`config.mk`:
```
export PLATFORM = sky130hd
export DESIGN_NAME = mc_main_fsm
export DESIGN_NICKNAME = d
export VERILOG_FILES = /design/src/rtl/mc_main_fsm.sv
export SDC_FILE = /design/constraint.sdc
export NUM_CORES = 1
export LEC_CHECK = 0
export CAP_MARGIN = 15
export CORE_MARGIN = 5
export CORE_UTILIZATION = 36
export DETAILED_ROUTE_END_ITERATION = 10
export MAX_ROUTING_LAYER = met4
export PLACE_DENSITY = 0.7
export SYNTH_ARGS = -nofsm -noshare
export SYNTH_HDL_FRONTEND = slang
export SYNTH_SLANG_ARGS = --single-unit
```
`constraint.sdc`:
```
create_clock -name clk -period 2.6 [get_ports clk]
set_clock_uncertainty 0.15 [all_clocks]
set_input_delay 0.39 -clock clk [delete_from_list [all_inputs] [get_ports clk]]
set_output_delay 0.39 -clock clk [all_outputs]
set_load 0.01 [all_outputs]
```
`src/rtl/mc_main_fsm.sv`:
```
// rtl/mc_main_fsm.sv - multicycle MIPS main controller FSM; define MC_MAIN_FSM_JUMP_EN to decode j
module mc_main_fsm #(
  parameter int CNT_W        = 16,
  parameter int WAIT_TIMEOUT = 15
) (
  input  logic             clk,
  input  logic             rst,
  input  logic [5:0]       Opcode,
  input  logic             mem_ready,
  output logic             MemtoReg,
  output logic             RegDst,
  output logic             lord,
  output logic             ALUSrcA,
  output logic             IRWrite,
  output logic             MemWrite,
  output logic             PCWrite,
  output logic             Branch,
  output logic             RegWrite,
  output logic [1:0]       PCSrc,
  output logic [1:0]       ALUSrcB,
  output logic [1:0]       ALUOp,
  output logic [3:0]       state,
  output logic             illegal_op,
  output logic             mem_timeout,
  output logic [CNT_W-1:0] instr_cnt
);

  localparam int SW = $clog2(WAIT_TIMEOUT + 1);

  localparam logic [5:0] OP_RTYPE = 6'b000000;
  localparam logic [5:0] OP_LW    = 6'b100011;
  localparam logic [5:0] OP_SW    = 6'b101011;
  localparam logic [5:0] OP_BEQ   = 6'b000100;
  localparam logic [5:0] OP_ADDI  = 6'b001000;
`ifdef MC_MAIN_FSM_JUMP_EN
  localparam logic [5:0] OP_J     = 6'b000010;
`endif

  typedef enum logic [3:0] {
    S_FETCH    = 4'd0,
    S_DECODE   = 4'd1,
    S_MEMADR   = 4'd2,
    S_MEMREAD  = 4'd3,
    S_MEMWB    = 4'd4,
    S_MEMWRITE = 4'd5,
    S_EXECUTE  = 4'd6,
    S_ALUWB    = 4'd7,
    S_BRANCH   = 4'd8,
    S_ADDIEXEC = 4'd9,
    S_ADDIWB   = 4'd10,
    S_JUMP     = 4'd11
  } state_t;

  state_t        state_q;
  state_t        state_d;
  logic [SW-1:0] stall_cnt;
  logic          wait_state;
  logic          retire;

  assign state = state_q;

  // State register, retirement counter and sticky memory-stall watchdog
  always_ff @(posedge clk) begin
    if (rst) begin
      state_q     <= S_FETCH;
      instr_cnt   <= '0;
      stall_cnt   <= '0;
      mem_timeout <= 1'b0;
    end else begin
      state_q <= state_d;
      if (retire) begin
        instr_cnt <= instr_cnt + 1'b1;
      end
      if (wait_state && !mem_ready) begin
        // saturate so a very long stall cannot wrap back below the threshold
        if (stall_cnt != SW'(WAIT_TIMEOUT)) begin
          stall_cnt <= stall_cnt + 1'b1;
        end
        if (stall_cnt >= SW'(WAIT_TIMEOUT - 1)) begin
          mem_timeout <= 1'b1;
        end
      end else begin
        stall_cnt <= '0;
      end
    end
  end

  // Next-state decode and Moore datapath controls (FETCH strobes follow mem_ready)
  always_comb begin
    state_d    = state_q;
    retire     = 1'b0;
    wait_state = 1'b0;
    illegal_op = 1'b0;
    MemtoReg   = 1'b0;
    RegDst     = 1'b0;
    lord       = 1'b0;
    ALUSrcA    = 1'b0;
    IRWrite    = 1'b0;
    MemWrite   = 1'b0;
    PCWrite    = 1'b0;
    Branch     = 1'b0;
    RegWrite   = 1'b0;
    PCSrc      = 2'b00;
    ALUSrcB    = 2'b00;
    ALUOp      = 2'b00;
    case (state_q)
      S_FETCH: begin
        ALUSrcB    = 2'b01;
        IRWrite    = mem_ready;
        PCWrite    = mem_ready;
        wait_state = 1'b1;
        if (mem_ready) state_d = S_DECODE;
      end
      S_DECODE: begin
        ALUSrcB = 2'b11;
        case (Opcode)
          OP_RTYPE:     state_d = S_EXECUTE;
          OP_LW, OP_SW: state_d = S_MEMADR;
          OP_BEQ:       state_d = S_BRANCH;
          OP_ADDI:      state_d = S_ADDIEXEC;
`ifdef MC_MAIN_FSM_JUMP_EN
          OP_J:         state_d = S_JUMP;
`endif
          default: begin
            state_d    = S_FETCH;
            illegal_op = 1'b1;
          end
        endcase
      end
      S_MEMADR: begin
        ALUSrcA = 1'b1;
        ALUSrcB = 2'b10;
        state_d = (Opcode == OP_SW) ? S_MEMWRITE : S_MEMREAD;
      end
      S_MEMREAD: begin
        lord       = 1'b1;
        wait_state = 1'b1;
        if (mem_ready) state_d = S_MEMWB;
      end
      S_MEMWB: begin
        MemtoReg = 1'b1;
        RegWrite = 1'b1;
        state_d  = S_FETCH;
        retire   = 1'b1;
      end
      S_MEMWRITE: begin
        lord       = 1'b1;
        MemWrite   = 1'b1;
        wait_state = 1'b1;
        if (mem_ready) begin
          state_d = S_FETCH;
          retire  = 1'b1;
        end
      end
      S_EXECUTE: begin
        ALUSrcA = 1'b1;
        ALUOp   = 2'b10;
        state_d = S_ALUWB;
      end
      S_ALUWB: begin
        RegDst   = 1'b1;
        RegWrite = 1'b1;
        state_d  = S_FETCH;
        retire   = 1'b1;
      end
      S_BRANCH: begin
        ALUSrcA = 1'b1;
        ALUOp   = 2'b01;
        PCSrc   = 2'b01;
        Branch  = 1'b1;
        state_d = S_FETCH;
        retire  = 1'b1;
      end
      S_ADDIEXEC: begin
        ALUSrcA = 1'b1;
        ALUSrcB = 2'b10;
        state_d = S_ADDIWB;
      end
      S_ADDIWB: begin
        RegWrite = 1'b1;
        state_d  = S_FETCH;
        retire   = 1'b1;
      end
`ifdef MC_MAIN_FSM_JUMP_EN
      S_JUMP: begin
        PCSrc   = 2'b10;
        PCWrite = 1'b1;
        state_d = S_FETCH;
        retire  = 1'b1;
      end
`endif
      default: state_d = S_FETCH;
    endcase
  end

endmodule

```
* Word level (Yosys, flattened, before mapping) *
Cells that the tools add are included.

word-level totals
  register bits after elaboration = 25
  bits of input ports = 9
  word-level logic and storage cells = 63

cells by class
  add/sub/neg operators = 2
  eq/ne operators = 18
  reduce and logical (&&, ||, !) cells = 15
  bitwise operators = 1
  multiplexer cells = 22
  $lt $le $gt $ge = 1

operators by type and width
  cell                   count
  $pmux 4 s7             1
  $add 16x1->16 const B  1
  $eq 4x3->1 const B     4
  $pmux 4 s4             1
  $mux 1                 13
  $eq 4x4->1 const B     3
  $eq 6x6->1 const B     2
  $mux 4                 3
  $eq 4x2->1 const B     2
  $reduce_or 2->1        4
  $reduce_or 4->1        2
  $eq 6x3->1 const B     1
  $eq 6x4->1 const B     1
  $logic_not 6->1        1
  $ne 2x2->1 const B     3
  $pmux 2 s3             1
  $reduce_or 3->1        2
  $reduce_or 5->1        1
  $add 4x1->4 const B    1
  $eq 4x1->1 const B     1
  $ge 4x4->1 const B     1
  $logic_not 4->1        1
  $ne 4x4->1 const B     1
  $pmux 2 s2             1
  7 further kinds        7

* Longest topological paths before layout *
  depth in word-level cells = 6
  depth in mapped cells = 7

* Worst setup path before layout *
OpenSTA, ideal clock, no wires.

  kind = register to register
  start = register state_q[1], in the netlist state[1]
  end = register instr_cnt[15]
  buffers on the path = 2
  setup slack = 578 ps
  cell stages (with the launch flop) = 8
  library setup time = 70 ps
  clock period less this slack = 2022 ps
  arrival = 1801 ps
  cell sequence = dfxtp_1 -> buf_2 -> o21a_1 -> o211ai_1 -> clkbuf_1 -> a21o_1 -> or4_1 -> a21oi_1

on the way
  word-level cells in the longest chain between the ends = 3
  elaborated cells between the ends (all ways) = 7

RTL lines
  element                                   line  RTL
  from (decl)                               54    state_t state_q;
  from (signal assigned)                    70    state_q <= state_d;
  $eq 4x4->1 or $eq 4x3->1 (tied branches)  106   case (state_q)
  $reduce_or 4->1 (no source line)          -
  $pmux 1 s2 (*)                            106
  to (signal assigned)                      72    instr_cnt <= instr_cnt + 1'b1;
  to (decl)                                 25    output logic [CNT_W-1:0] instr_cnt

Every way passes the cells marked *; elsewhere a longest branch is shown, timed or not.
A chain may end at the register's enable or synchronous reset.

* Worst setup path in the final report *
  start = register state_q[1], in the netlist state[1]
  end = output RegWrite

on the way
  word-level cells in the longest chain between the ends = 3
  elaborated cells between the ends (all ways) = 5

RTL lines
  element                                   line  RTL
  $eq 4x4->1 or $eq 4x3->1 (tied branches)  106
  $reduce_or 3->1 (no source line) (*)      -
  $mux 1 (*)                                106
  to (decl)                                 18    output logic RegWrite,

Marked as above.

==> results.json <==
{
  "outcome": "finished, final reports clean",
  "ctsResizeCount": 0,
  "viasPerCell": 5.15,
  "place_ws_ps": 42.4,
  "r2r_slack_ps": 460,
  "wire_per_inst_microns": 12.5,
  "overflow": 0,
  "design.die.area_sq_um": 5330,
  "ys_seq_area_frac": 0.350,
  "cp_data_arrival_time_ps": 1900,
  "final_max_slew_viol_count": 0,
  "vdd_drop_max_mv": 0.291,
  "fmax_ghz": 0.410,
  "fin_setup_tns_ps": 0,
  "synthCells": 189,
  "grt_pass1_wl_microns": 5970,
  "synth-edff-count": 0,
  "rr_startpoint": "state[1]$_SDFFE_PP0P_",
  "cts_tree": "built",
  "drc_errors": 0,
  "netlist_area_sq_um": 1430,
  "grt_pass1_vias": 1328,
  "cts_buffer_depth": 2,
  "final_common_cell": "clkdlybuf4s50_1",
  "clk_pin_slew_ps": 80,
  "drive_above_1_share": 0.0522,
  "syn_nets": 201,
  "timing.final.ws_setup_ps": 158,
  "grtUsageTotal": 0.141,
  "max-cap-violations": 0,
  "ant_nets": 0,
  "rows": 23,
  "cp-startpoint": "state[1]$_SDFFE_PP0P_",
  "syn_avg_cell_area_sq_um": 7.57,
  "finalInstanceArea_sq_um": 1960,
  "core_sq_um": 3910,
  "fillers": 400,
  "path_cells": "inv_1, nand2_1, nand4_1, o21ai_0, clkdlybuf4s50_1",
  "gp_congestion": 0.838,
  "min_period_ps": 2440,
  "cts_root_buf": "clkbuf_8",
  "drt_wl_total_microns": 3500,
  "io_pins": 46,
  "critPathCapture": "RegWrite",
  "critical_path_class": "register to output port",
  "synthFlopType": "dfxtp_1",
  "cp_slowest_cell": "clkdlybuf4s50_1",
  "crit_path_end_kind": "output port",
  "synth-seq-cells": 25,
  "start_util": 0.365,
  "synth.distinct_cells": 35,
  "stdcell_count": 280,
  "final_nets": 243,
  "post_cts_buffers": 0,
  "grt_max_degree": 20,
  "dr.pass1.iters": 4,
  "min_path_type": "register to register",
  "hold_slack_ps": 335,
  "leakage_nw": 0.658,
  "power.density_nw_per_um2": 351,
  "place_inst": 276,
  "layout_common_cells": "43 x clkdlybuf4s50_1, 28 x nor2_1, 24 x dfxtp_1, 13 x nand2_1, 12 x a21oi_1",
  "crit_required_ps": 2060,
  "die_h_microns": 73.0,
  "htreeDepth": 1,
  "portBuffers": 44,
  "drt_iter0_markers": 65,
  "dp_hpwl_microns": 2680,
  "min_period_over_period": 0.939,
  "setup_viol": 0,
  "cp_max_fo": 10,
  "yosys_warnings": 0,
  "area_growth_pct": 36.8,
  "cpPeakStageDelay_ps": 570,
  "final_core_util": 0.500,
  "cp-start-kind": "register",
  "report.final.hold_viol_count": 0,
  "cts_hold_buf": 0,
  "p_total_mw": 0.688,
  "n_antenna_cell": 0,
  "antenna_found_initial": 0,
  "r2r-end": "instr_cnt[14]$_SDFFE_PP0P_",
  "synthArstFlopShare": 0,
  "cts_sinks": 25,
  "ff2ff_path_depth": 5,
  "placed_cell_area_sq_um": 1910,
  "rsz0062_at_grt": "false",
  "dieWidth_microns": 73.0,
  "vias": 1442,
  "worstSkewPairLatency_ps": 260,
  "cts_buffers": 3
}
==> cells by family after synthesis <==
family,synth area share
AO/OA/AOI/OAI,0.197
XOR/XNOR,0.0674
adder cells (fa/ha/maj),0.0262
buffers and inverters,0.0639
flip-flops,0.350
other,0.00262
AND/OR/NAND/NOR,0.293
==> per-layer routing <==
layer	vias up	global-route usage	wire length, microns
met1	662	0.180	1620
li1	753	-	-
met4	0	0.0307	33
met5	-	-	0
met3	2	0.0262	132
met2	25	0.232	1720
==> layout make-up <==
| class | instances | area (sq um) | area share |
|---|---|---|---|
| flip-flops and latches | 25 | 502 | 0.256 |
| clock buffers | 4 | 45.0 | 0.0230 |
| multi-input cells | 145 | 841 | 0.430 |
| inverters | 7 | 26.3 | 0.0134 |
| repair buffers | 49 | 480 | 0.246 |
| well taps | 50 | 62.6 | 0.0320 |
==> where the power goes <==
part           internal (mW)  switching [mW]  total [mW]
clock                  0.109           0.112       0.222
combinational         0.0380          0.0342      0.0722
sequential             0.386         0.00799       0.394
==> critical path, delay by kind of cell, from the launching register on <==
kind	cells	cell delay (ps)
buf+inv	2	750
flops	1	550
simple gates	2	270
compound gates	1	80
==> how the worst min path moves through the flow <==
stage | from | endpoint | slack [ps] | cells past startpoint
final | instr_cnt[15]$_SDFFE_PP0P_ | instr_cnt[15]$_SDFFE_PP0P_ | 340 | 2
after global routing | instr_cnt[15]$_SDFFE_PP0P_ | instr_cnt[15]$_SDFFE_PP0P_ | 370 | 2
after CTS | instr_cnt[15]$_SDFFE_PP0P_ | instr_cnt[15]$_SDFFE_PP0P_ | 340 | 2
after detailed placement | mem_timeout$_SDFFE_PP0P_ | mem_timeout$_SDFFE_PP0P_ | 320 | 2
after global placement | instr_cnt[15]$_SDFFE_PP0P_ | instr_cnt[15]$_SDFFE_PP0P_ | 320 | 2
after floorplan | stall_cnt[3]$_SDFFE_PP0P_ | stall_cnt[3]$_SDFFE_PP0P_ | 330 | 1
==> state kept, by name, summed over array words and instances (netlist names) <==
register     flops
state            4
instr_cnt       16
stall_cnt        4
mem_timeout      1
==> synthesized netlist by cell type (all sizes together) (4+ instances only) <==
cell	n	area [sq um]
a211oi	8	60.1
a21oi	12	60.1
buf	5	38.8
clkbuf	7	26.3
dfxtp	25	500
inv	7	26.3
nand2	13	48.8
nand2b	5	31.3
nand3	10	50.1
nand4	4	25.0
nor2	29	109
nor3	6	30.0
o21a	4	30.0
o21ai	9	45.0
or3	7	48.8
xnor2	10	87.6
(Power assumes the default switching activity.)
